**config.mk**
```make
export PLATFORM = sky130hd
export DESIGN_NAME = shift_exec_stage
export DESIGN_NICKNAME = d
export VERILOG_FILES = /design/src/rtl/shift_exec_stage_pkg.sv /design/src/rtl/shift_exec_stage_shifter.sv /design/src/rtl/shift_exec_stage.sv
export SDC_FILE = /design/constraint.sdc
export NUM_CORES = 1
export LEC_CHECK = 0
export ABC_AREA = 1
export CAP_MARGIN = 20
export CORE_ASPECT_RATIO = 0.9
export CORE_MARGIN = 4
export CORE_UTILIZATION = 55
export DETAILED_ROUTE_END_ITERATION = 10
export HOLD_SLACK_MARGIN = 0.05
export PLACE_DENSITY = 0.92
export SLEW_MARGIN = 10
export SYNTH_ARGS = -nofsm -noshare
export SYNTH_HDL_FRONTEND = slang
export SYNTH_HIERARCHICAL = 1
export SYNTH_SLANG_ARGS = --single-unit
```
**constraint.sdc**
```tcl
create_clock -name clk -period 2.8 [get_ports clk]
set_clock_uncertainty 0.15 [all_clocks]
set_input_delay 0.7 -clock clk [delete_from_list [all_inputs] [get_ports clk]]
set_output_delay 0.7 -clock clk [all_outputs]
set_load 0.05 [all_outputs]
```
**src/rtl/shift_exec_stage_pkg.sv**
```systemverilog
// Shared definitions for the shift execute stage: MIPS shift funct codes
// and the decoded shift-operation type.
package shift_exec_stage_pkg;

  localparam logic [5:0] FN_SLL  = 6'h00;
  localparam logic [5:0] FN_SRL  = 6'h02;
  localparam logic [5:0] FN_SRA  = 6'h03;
  localparam logic [5:0] FN_SLLV = 6'h04;
  localparam logic [5:0] FN_SRLV = 6'h06;
  localparam logic [5:0] FN_SRAV = 6'h07;

  typedef enum logic [2:0] {
    OP_SLL,
    OP_SRL,
    OP_SRA,
    OP_SLLV,
    OP_SRLV,
    OP_SRAV,
    OP_ILLEGAL
  } shift_op_e;

  function automatic shift_op_e decode_funct(input logic [5:0] funct);
    shift_op_e op;
    case (funct)
      FN_SLL:  op = OP_SLL;
      FN_SRL:  op = OP_SRL;
      FN_SRA:  op = OP_SRA;
      FN_SLLV: op = OP_SLLV;
      FN_SRLV: op = OP_SRLV;
      FN_SRAV: op = OP_SRAV;
      default: op = OP_ILLEGAL;
    endcase
    return op;
  endfunction

endpackage

```
**src/rtl/shift_exec_stage_shifter.sv**
```systemverilog
// Combinational barrel shifter: left zero-fill, logical right, or
// arithmetic right replicating the sign bit.
module shifter #(
  parameter int N = 32
) (
  input  logic [N-1:0]         IN,
  input  logic [$clog2(N)-1:0] shamt,
  input  logic                 left,
  input  logic                 logical,
  output logic [N-1:0]         OUT
);

  always_comb begin
    OUT = '0;
    if (left) begin
      OUT = IN << shamt;
    end else if (logical) begin
      OUT = IN >> shamt;
    end else begin
      OUT = $signed(IN) >>> shamt;
    end
  end

endmodule

```
**src/rtl/shift_exec_stage.sv**
```systemverilog
// Two-stage MIPS shift execute unit: S1 holds the decoded operation, S2 the
// shifted result, with valid/ready handshakes and a flush.
module shift_exec_stage #(
  parameter  int N  = 32,
  localparam int SA = $clog2(N)
) (
  input  logic          clk,
  input  logic          rst_n,
  input  logic          in_valid,
  output logic          in_ready,
  input  logic [5:0]    in_funct,
  input  logic [N-1:0]  in_rs,
  input  logic [N-1:0]  in_rt,
  input  logic [SA-1:0] in_shamt,
  input  logic [4:0]    in_rd,
  input  logic          flush,
  output logic          out_valid,
  input  logic          out_ready,
  output logic [N-1:0]  out_result,
  output logic [4:0]    out_rd,
  output logic          out_illegal
);

  import shift_exec_stage_pkg::*;

  shift_op_e     in_op;
  logic [SA-1:0] in_amt;
  logic          in_left;
  logic          in_logical;
  logic          in_illegal;

  logic          s1_valid;
  logic [SA-1:0] s1_amt;
  logic          s1_left;
  logic          s1_logical;
  logic [N-1:0]  s1_rt;
  logic [4:0]    s1_rd;
  logic          s1_illegal;

  logic          s2_valid;
  logic [N-1:0]  s2_result;
  logic [4:0]    s2_rd;
  logic          s2_illegal;

  logic          s2_load;
  logic          accept;
  logic [N-1:0]  shift_out;

  always_comb begin
    in_op      = decode_funct(in_funct);
    in_amt     = in_shamt;
    in_left    = 1'b0;
    in_logical = 1'b0;
    in_illegal = 1'b0;
    case (in_op)
      OP_SLL:  in_left = 1'b1;
      OP_SRL:  in_logical = 1'b1;
      OP_SRA:  ;
      OP_SLLV: begin
        in_left = 1'b1;
        in_amt  = in_rs[SA-1:0];
      end
      OP_SRLV: begin
        in_logical = 1'b1;
        in_amt     = in_rs[SA-1:0];
      end
      OP_SRAV: in_amt = in_rs[SA-1:0];
      default: begin
        in_illegal = 1'b1;
        in_amt     = '0;
      end
    endcase
  end

  // S2 can take a new value whenever it is empty or being drained; a full S1
  // moves along with it, which is what frees the input slot.
  assign s2_load  = !s2_valid || out_ready;
  assign in_ready = !flush && (!s1_valid || s2_load);
  assign accept   = in_valid && in_ready;

  always_ff @(posedge clk or negedge rst_n) begin
    if (!rst_n) begin
      s1_valid   <= 1'b0;
      s1_amt     <= '0;
      s1_left    <= 1'b0;
      s1_logical <= 1'b0;
      s1_rt      <= '0;
      s1_rd      <= '0;
      s1_illegal <= 1'b0;
    end else begin
      if (flush) begin
        s1_valid <= 1'b0;
      end else if (accept) begin
        s1_valid <= 1'b1;
      end else if (s2_load) begin
        s1_valid <= 1'b0;
      end
      if (accept) begin
        s1_amt     <= in_amt;
        s1_left    <= in_left;
        s1_logical <= in_logical;
        s1_rt      <= in_rt;
        s1_rd      <= in_rd;
        s1_illegal <= in_illegal;
      end
    end
  end

  shifter #(.N(N)) u_shifter (
    .IN      (s1_rt),
    .shamt   (s1_amt),
    .left    (s1_left),
    .logical (s1_logical),
    .OUT     (shift_out)
  );

  always_ff @(posedge clk or negedge rst_n) begin
    if (!rst_n) begin
      s2_valid   <= 1'b0;
      s2_result  <= '0;
      s2_rd      <= '0;
      s2_illegal <= 1'b0;
    end else begin
      if (flush) begin
        s2_valid <= 1'b0;
      end else if (s2_load) begin
        s2_valid <= s1_valid;
      end
      if (!flush && s2_load && s1_valid) begin
        s2_result  <= s1_illegal ? '0 : shift_out;
        s2_rd      <= s1_rd;
        s2_illegal <= s1_illegal;
      end
    end
  end

  assign out_valid   = s2_valid;
  assign out_result  = s2_result;
  assign out_rd      = s2_rd;
  assign out_illegal = s2_illegal;

endmodule

```
Yosys cells after proc, flatten, opt, wreduce, memory -nomap -nowiden
Cells that the tools add are included.
- flip-flop bits (word level): 85
- input bits: 85
- output and inout port bits: 40
- word-level logic and storage cells: 55
- eq/ne operators: 10
- shift-type cells: 3
- multiplexer cells: 13
- reductions and logical operators: 18
- operators by type and width (operator ; count):
    $mux W32 ; 3
    $shl A32 B5 Y32 ; 1
    $shr A32 B5 Y32 ; 1
    $sshr A32 B5 Y32 ; 1
    $eq A6 B3 Y1 const B ; 3
    $pmux W3 S6 ; 1
    $eq A6 B2 Y1 const B ; 2
    $pmux W5 S2 ; 1
    $mux W1 ; 8
    $eq A3 B2 Y1 const B ; 2
    $eq A3 B3 Y1 const B ; 2
    $logic_not A6 Y1 ; 1
    $reduce_or A3 Y1 ; 2
    $reduce_or A6 Y1 ; 1
    $logic_and A1 B1 Y1 ; 4
    $reduce_or A2 Y1 ; 2
    $eq A3 B1 Y1 const B ; 1
    $logic_not A1 Y1 ; 3
    $logic_not A3 Y1 ; 1
    $reduce_bool A3 Y1 ; 1
    $logic_or A1 B1 Y1 ; 2
    $reduce_bool A2 Y1 ; 1

Longest topological paths before layout
- word-level depth: 7
- depth in mapped cells: 17
- gate-level depth less buffers: 15

Cells and area by module
The synthesis kept the hierarchy.
- by module, submodules not included (module ; times used ; cells an instance ; area each (um^2) ; sequential area each (um^2)):
    shifter ; 1 ; 817 ; 3757.4 ; 0.0
    shift_exec_stage ; 1 ; 395 ; 3399.5 ; 2127.0

Worst setup path before layout
No wires, ideal clock.
- kind: register to output
- from: register s2_valid, in the netlist out_valid
- to: output in_ready
- data arrival time: 1253 ps
- required time: 1950 ps
- setup slack: 697 ps
- cell stages (with the launch flop): 6
- buffers on the path: 0
- cells stage by stage: dfrtp_1 > inv_1 > nor2_4 > nand2_2 > nand2_1 > inv_1
- cells in the longest elaborated chain, start to end: 4
- ends and longest elaborated chain (element ; RTL line ; source):
    from (decl) ; shift_exec_stage.sv:40 ; logic s2_valid;
    from (signal assigned) ; shift_exec_stage.sv:127 ; s2_valid <= s1_valid;
    $logic_not A1 Y1 ; shift_exec_stage.sv:77 ; assign s2_load = !s2_valid || out_ready;
    $logic_or A1 B1 Y1 ; shift_exec_stage.sv:77 ;
    $logic_or A1 B1 Y1 ; shift_exec_stage.sv:78 ; assign in_ready = !flush && (!s1_valid || s2_load);
    $logic_and A1 B1 Y1 ; shift_exec_stage.sv:78 ;
    to (decl) ; shift_exec_stage.sv:10 ; output logic in_ready,
No other way between the ends.

Final worst setup path
- from: input out_ready
- to: output in_ready
- cells in the longest elaborated chain, start to end: 3
- ends and longest elaborated chain (element ; RTL line ; source):
    from (decl) ; shift_exec_stage.sv:18 ; input logic out_ready,
    $logic_or A1 B1 Y1 ; shift_exec_stage.sv:77 ;
    $logic_or A1 B1 Y1 ; shift_exec_stage.sv:78 ;
    $logic_and A1 B1 Y1 ; shift_exec_stage.sv:78 ;
No other way between the ends.

==> impl_metrics.env <==
export IMPL_outcome="finished, final reports clean"
export IMPL_design_area_sq_um=8423
export IMPL_vdd_drop_max_mv=0.3780
export IMPL_cp_end_kind="output port"
export IMPL_met2_usage_pct=50.85
export IMPL_drtIter0Drc=1202
export IMPL_num_io_pins=125
export IMPL_synth_commonest_cells="589 x nand2_1, 263 x nand3_1, 85 x dfrtp_1"
export IMPL_synth_seq_cells=85
export IMPL_coreArea_sq_um=12740
export IMPL_cts_resized=0
export IMPL_reg2reg_from="s1_amt[0]"
export IMPL_yosysMostFrequentCell="nand2_1"
export IMPL_utilization_pct=66.14
export IMPL_slew_viol_final=0
export IMPL_grt_use_met3_pct=7.682
export IMPL_finalSetupViolCount=0
export IMPL_die_area_sq_um=14900
export IMPL_netlist_area_sq_um=7157
export IMPL_layout_drive_gt1_share_pct=5.892
export IMPL_cts_buffers=9
export IMPL_die_x_um=128.2
export IMPL_root_buffer="clkbuf_16"
export IMPL_htreeDepth=3
export IMPL_ys_top_cells_by_area="nand2_1 31%, dfrtp_1 30%, nand3_1 18%, inv_1 2.3%, buf_2 2.1%"
export IMPL_grt_max_degree=71
export IMPL_ys_seq_area_share_pct=29.72
export IMPL_critical_path_max_fanout=3
export IMPL_synth_edf_count=0
export IMPL_antenna_found_initial=0
export IMPL_setup_tns_ns=0
export IMPL_power_density_nw_per_um2=587.8
export IMPL_routedWlPerCell_um=17.11
export IMPL_hold_buffers=0
export IMPL_dp_hpwl_mm=18.67
export IMPL_grt_overflow_total=0
export IMPL_start_util_pct=56.19
export IMPL_cts_setup_buffers=0
export IMPL_grt_pass1_vias=7485
export IMPL_grt_usage_pct=33.38
export IMPL_clock_latency_ns=0.35
export IMPL_clk_path_buf_depth=2
export IMPL_tightest_slew_ns=0.6580
export IMPL_period_minus_slack_ns=2.582
export IMPL_clock_sinks=85
export IMPL_cp_cell_sequence="clkdlybuf4s50_1 > nor2_4 > nand2_2 > nand2_1 > inv_1 > buf_12"
export IMPL_p_leak_nw=4.365
export IMPL_synth_top_area_share_pct=30.89
export IMPL_globalRouteMet1Util_pct=46.60
export IMPL_wirelength_mm=24.59
export IMPL_async_flop_share_pct=100.0
export IMPL_netlist_instances=1212
export IMPL_slowest_delay_ns=0.44
export IMPL_power_mw=4.951
export IMPL_via_per_inst=5.811
export IMPL_slowest_stage="clkdlybuf4s50_1"
export IMPL_worstHoldPathType="input pin to async pin"
export IMPL_antenna_cells=0
export IMPL_chipHeight_um=116.2
export IMPL_reg2reg_slack_ns=0.38
export IMPL_portBuffers=97
export IMPL_place_gp_congestion=1.039
export IMPL_rsz0062_at_grt="false"
export IMPL_postSynthAreaPerCell_sq_um=5.905
export IMPL_regToRegEndpoint="out_result[0]"
export IMPL_drv_cap=0
export IMPL_synth_distinct_cells=32
export IMPL_cp_arrival_ns=1.73
export IMPL_slew_headroom_pct=56.07
export IMPL_drc=0
export IMPL_cts_tree="done"
export IMPL_vias=8351
export IMPL_crit_start="out_ready"
export IMPL_hold_viol=0
export IMPL_syn2layout_area_growth_pct=17.69
export IMPL_placed_area_sq_um=8133
export IMPL_nets=1354
export IMPL_rr_worst_depth=9
export IMPL_crit_required_ns=1.95
export IMPL_synthFlopType="dfrtp_1"
export IMPL_crit_path_start_kind="input pin"
export IMPL_ant_nets=0
export IMPL_rows=39
export IMPL_fmax_mhz=387.3
export IMPL_yosys_warnings=6
export IMPL_detail_route_first_pass_iterations=7
export IMPL_clk_transition_reported_paths_ns=0.06
export IMPL_grt_pass1_wl_mm=38.96
export IMPL_synth_nets=1297
export IMPL_synth_area_leader_cell="nand2_1"
export IMPL_grt_busiest_layer="met2"
export IMPL_period_share_pct=92.21
export IMPL_path_class="input pin to output port"
-- through the flow --
step	cells	worst slack, ns	hold WS (ns)
floorplan	1212	0.6975	0.2544
global placement	1422	0.2411	0.3128
detailed placement	1422	0.1936	0.3160
CTS	1437	0.1959	0.1956
global route	1437	0.1591	0.2236
finish	1437	0.2181	0.1783
-- layer usage --
| metal | routed length (um) | vias to the layer above | share of wire (%) |
|---|---|---|---|
| met2 | 10580 | 454 | 43 |
| met4 | 876 | 2 | 3.6 |
| met5 | 37 | - | 0.15 |
| met3 | 2545 | 87 | 10 |
| li1 | - | 4025 | - |
| met1 | 10560 | 3783 | 43 |
-- state kept, by name, indices dropped and copies added (netlist names) --
| register | count |
|---|---|
| s1_rd | 5 |
| s1_rt | 32 |
| s1_logical | 1 |
| s1_valid | 1 |
| out_rd | 5 |
| out_illegal | 1 |
| out_valid | 1 |
| s1_amt | 5 |
| s1_illegal | 1 |
| s1_left | 1 |
| out_result | 32 |
-- worst max-delay path, delay by kind of cell --
| kind | cells | cell delay [ns] |
|---|---|---|
| AND/OR/NAND/NOR | 3 | 0.34 |
| buffers and inverters | 3 | 0.68 |
-- cells by family (layout without fill, tap and decap cells) --
| family | count (synthesis) | in the layout | synth area share, % |
|---|---|---|---|
| DFF | 85 | 85 | 29.72 |
| and+or+nand+nor | 927 | 927 | 55.31 |
| AOI/OAI and AO/OA | 77 | 77 | 6.259 |
| buffers and inverters | 123 | 184 | 8.706 |
-- layout make-up --
cell class              count  area (sq um)
multi-input cells        1004          4407
fillers                  1175          4313
flip-flops and latches     85          2128
repair buffers            120          1201
clock buffers              10         229.0
well taps                 164         205.2
inverters                  49         191.4
clock inverters             5         61.31
-- placed cells by master, fill, tap and decap left out, types with 3 or more instances in the layout --
cell type        Yosys  final
clkbuf_16            0      9
o21ai_1             16     16
nand4_1              3      3
nor2_4               3      3
o2111ai_1            3      3
dfrtp_1             85     84
o211ai_1            11     11
inv_2                4      4
and2_1              17     17
a21oi_1             15     15
buf_4               14     20
clkdlybuf4s50_1      0     95
nand3_1            263    263
nand2_1            589    589
nand3b_1             3      3
nand2_2             13     13
nor2_2               7      7
inv_1               43     43
clkinvlp_4           0      3
nor2_1              26     26
buf_12               0      5
o21ai_0             25     25
-- worst max-delay path by stage --
stage | slack, ns | cells after the start | end
floorplan | 0.70 | 5 | in_ready
CTS | 0.20 | 6 | in_ready
global placement | 0.24 | 6 | in_ready
global route | 0.16 | 6 | in_ready
detailed placement | 0.19 | 6 | in_ready
finish | 0.22 | 6 | in_ready
-- where the power goes --
part / leakage [nW] / internal (mW) / switching [mW] / total, mW
clock: 0.131 / 0.690 / 0.514 / 1.20
combinational: 3.14 / 0.708 / 1.48 / 2.19
sequential: 1.09 / 1.42 / 0.138 / 1.56
(Power assumes the default switching activity.)
==> edit, RTL diff (same settings) <==
Reset style: synchronous (`rst_n`), changed in 2 clocked blocks.
--- a/src/rtl/shift_exec_stage.sv
+++ b/src/rtl/shift_exec_stage.sv
@@ -78,7 +78,7 @@
   assign in_ready = !flush && (!s1_valid || s2_load);
   assign accept   = in_valid && in_ready;
 
-  always_ff @(posedge clk or negedge rst_n) begin
+  always_ff @(posedge clk) begin
     if (!rst_n) begin
       s1_valid   <= 1'b0;
       s1_amt     <= '0;
@@ -114,7 +114,7 @@
     .OUT     (shift_out)
   );
 
-  always_ff @(posedge clk or negedge rst_n) begin
+  always_ff @(posedge clk) begin
     if (!rst_n) begin
       s2_valid   <= 1'b0;
       s2_result  <= '0;
Function: differs if rst_n is asserted again (counterexample within 4 cycles, from zero or initial values and one cycle with rst_n low); with rst_n held inactive, the same outputs for 4 cycles.
==> edit against the unedited design <==
Worst setup slack better by 77 ps. Sequential cell count unchanged. Core utilization up 1.3 points. Area after synthesis down 2.2%. Sequential share of layout area down 4.7 points. Final area down 1.8%. First-iteration DRC count up 4.6%. Cell count down 1.3%. Routed wire length down 1.4%. Critical path type unchanged. Critical endpoint unchanged.
Power is not compared: it rests on default switching activity, and its combinational part moved more than twofold at a synthesized area within 25%.
==> edit: results (changes against the unedited design) <==
Most common flop cell mapped by yosys: dfxtp_1 (was dfrtp_1). The logs give 3 (unchanged) for the deepest level of the CTS H-tree and 1650 ps (was 1730 ps) for the arrival time at the worst endpoint. Largest cells by area after synthesis: dfxtp_1 24%, nand2_1 23%, nand3_1 19%, nor2_1 4.0%, a22oi_1 3.4% (was nand2_1 31%, dfrtp_1 30%, nand3_1 18%, inv_1 2.3%, buf_2 2.1%). The tools report the post-synthesis net count as 1,288 (was 1,297).

The register area share after synthesis is 24.32% (was 29.72%), and the setup slack after placement is 294.1 ps (was 193.6 ps). The global-route met3 utilization was 7.524% (was 7.682%). The fraction of synthesis flops using an asynchronous set or reset pin was 0% (was 100.0%). The top routing layer in use is met4 (was met5). The global routing met1 resource utilization is 43.25% (was 46.60%). The global-route wire length before repair came out at 39,070 um (was 38,960 um).

The tools report the placed cell area as 0.007968 mm2 (was 0.008133 mm2). For the number of distinct library cells after synthesis, the log shows 34 (was 32). Leading post-synthesis cells by instance count: 422 x nand2_1, 268 x nand3_1, 85 x dfxtp_1 (was 589 x nand2_1, 263 x nand3_1, 85 x dfrtp_1). The count of placed standard cells including taps was 1,402 (was 1,422).

The flow ran to the end, and the final reports show no timing, DRC or antenna violations. Share of cells above drive strength 1: 8.824% (was 5.892%). The tools report the number of nets in the layout as 1,338 (was 1,354).

The fraction of met2 tracks used by global routing came out at 53.17% (was 50.85%). The actual transition at the worst max-transition pin is 595.3 ps (was 658.0 ps). The run gives 2369 um (was 2545 um) as the wire length on met3. Placed wire-length estimate: 18,190 um (was 18,670 um). The met1 wire length is 10,160 um (was 10,560 um), and the via count of the first global-routing pass is 7,776 (was 7,485). The type of the tightest min-delay check was reg -> reg (was in -> async).

The average wire per standard cell works out to 17.10 um (was 17.11 um). The post-synthesis average cell area was 5.817 um2 (was 5.905 um2); the global placement routability congestion was 1.030 (was 1.039). The routed wire length came out at 24,250 um (was 24,590 um). The tools report the amount of wire on met2 after detailed routing as 10,790 um (was 10,580 um). The biggest cell delay along the critical path was 440 ps (about the same).
## edit: cell families after synthesis
family          Yosys count  share of synthesized area [%]
simple gates            831                          52.10
compound gates          148                          13.53
buf+inv                 139                          10.05
flops                    85                          24.32
## edit: path summary, 6_finish.rpt
| check | start | depth (start not counted) | slack, ps | endpoint |
|---|---|---|---|---|
| max | out_ready | 6 | 300 | in_ready |
| min | s1_rd[1] | 2 | 320 | s1_rd[1] |
| min reg2reg | s1_rd[1] | 2 | 320 | s1_rd[1] |
| max reg2reg | s1_amt[1] | 12 | 420 | out_result[15] |
## edit: report_power, final
group          internal [W]  switching [W]
clock              0.000722       0.000522
sequential          0.00125      0.0000454
combinational      0.000364       0.000694
## edit: final cells by class
| type | count | area [um2] |
|---|---|---|
| clock buffer | 10 | 239.0 |
| clock inverter | 6 | 68.82 |
| fill | 1154 | 3991 |
| inverter | 57 | 221.5 |
| multi-input combinational | 979 | 4593 |
| sequential | 85 | 1704 |
| tap | 160 | 200.2 |
| timing repair buffer | 121 | 1249 |
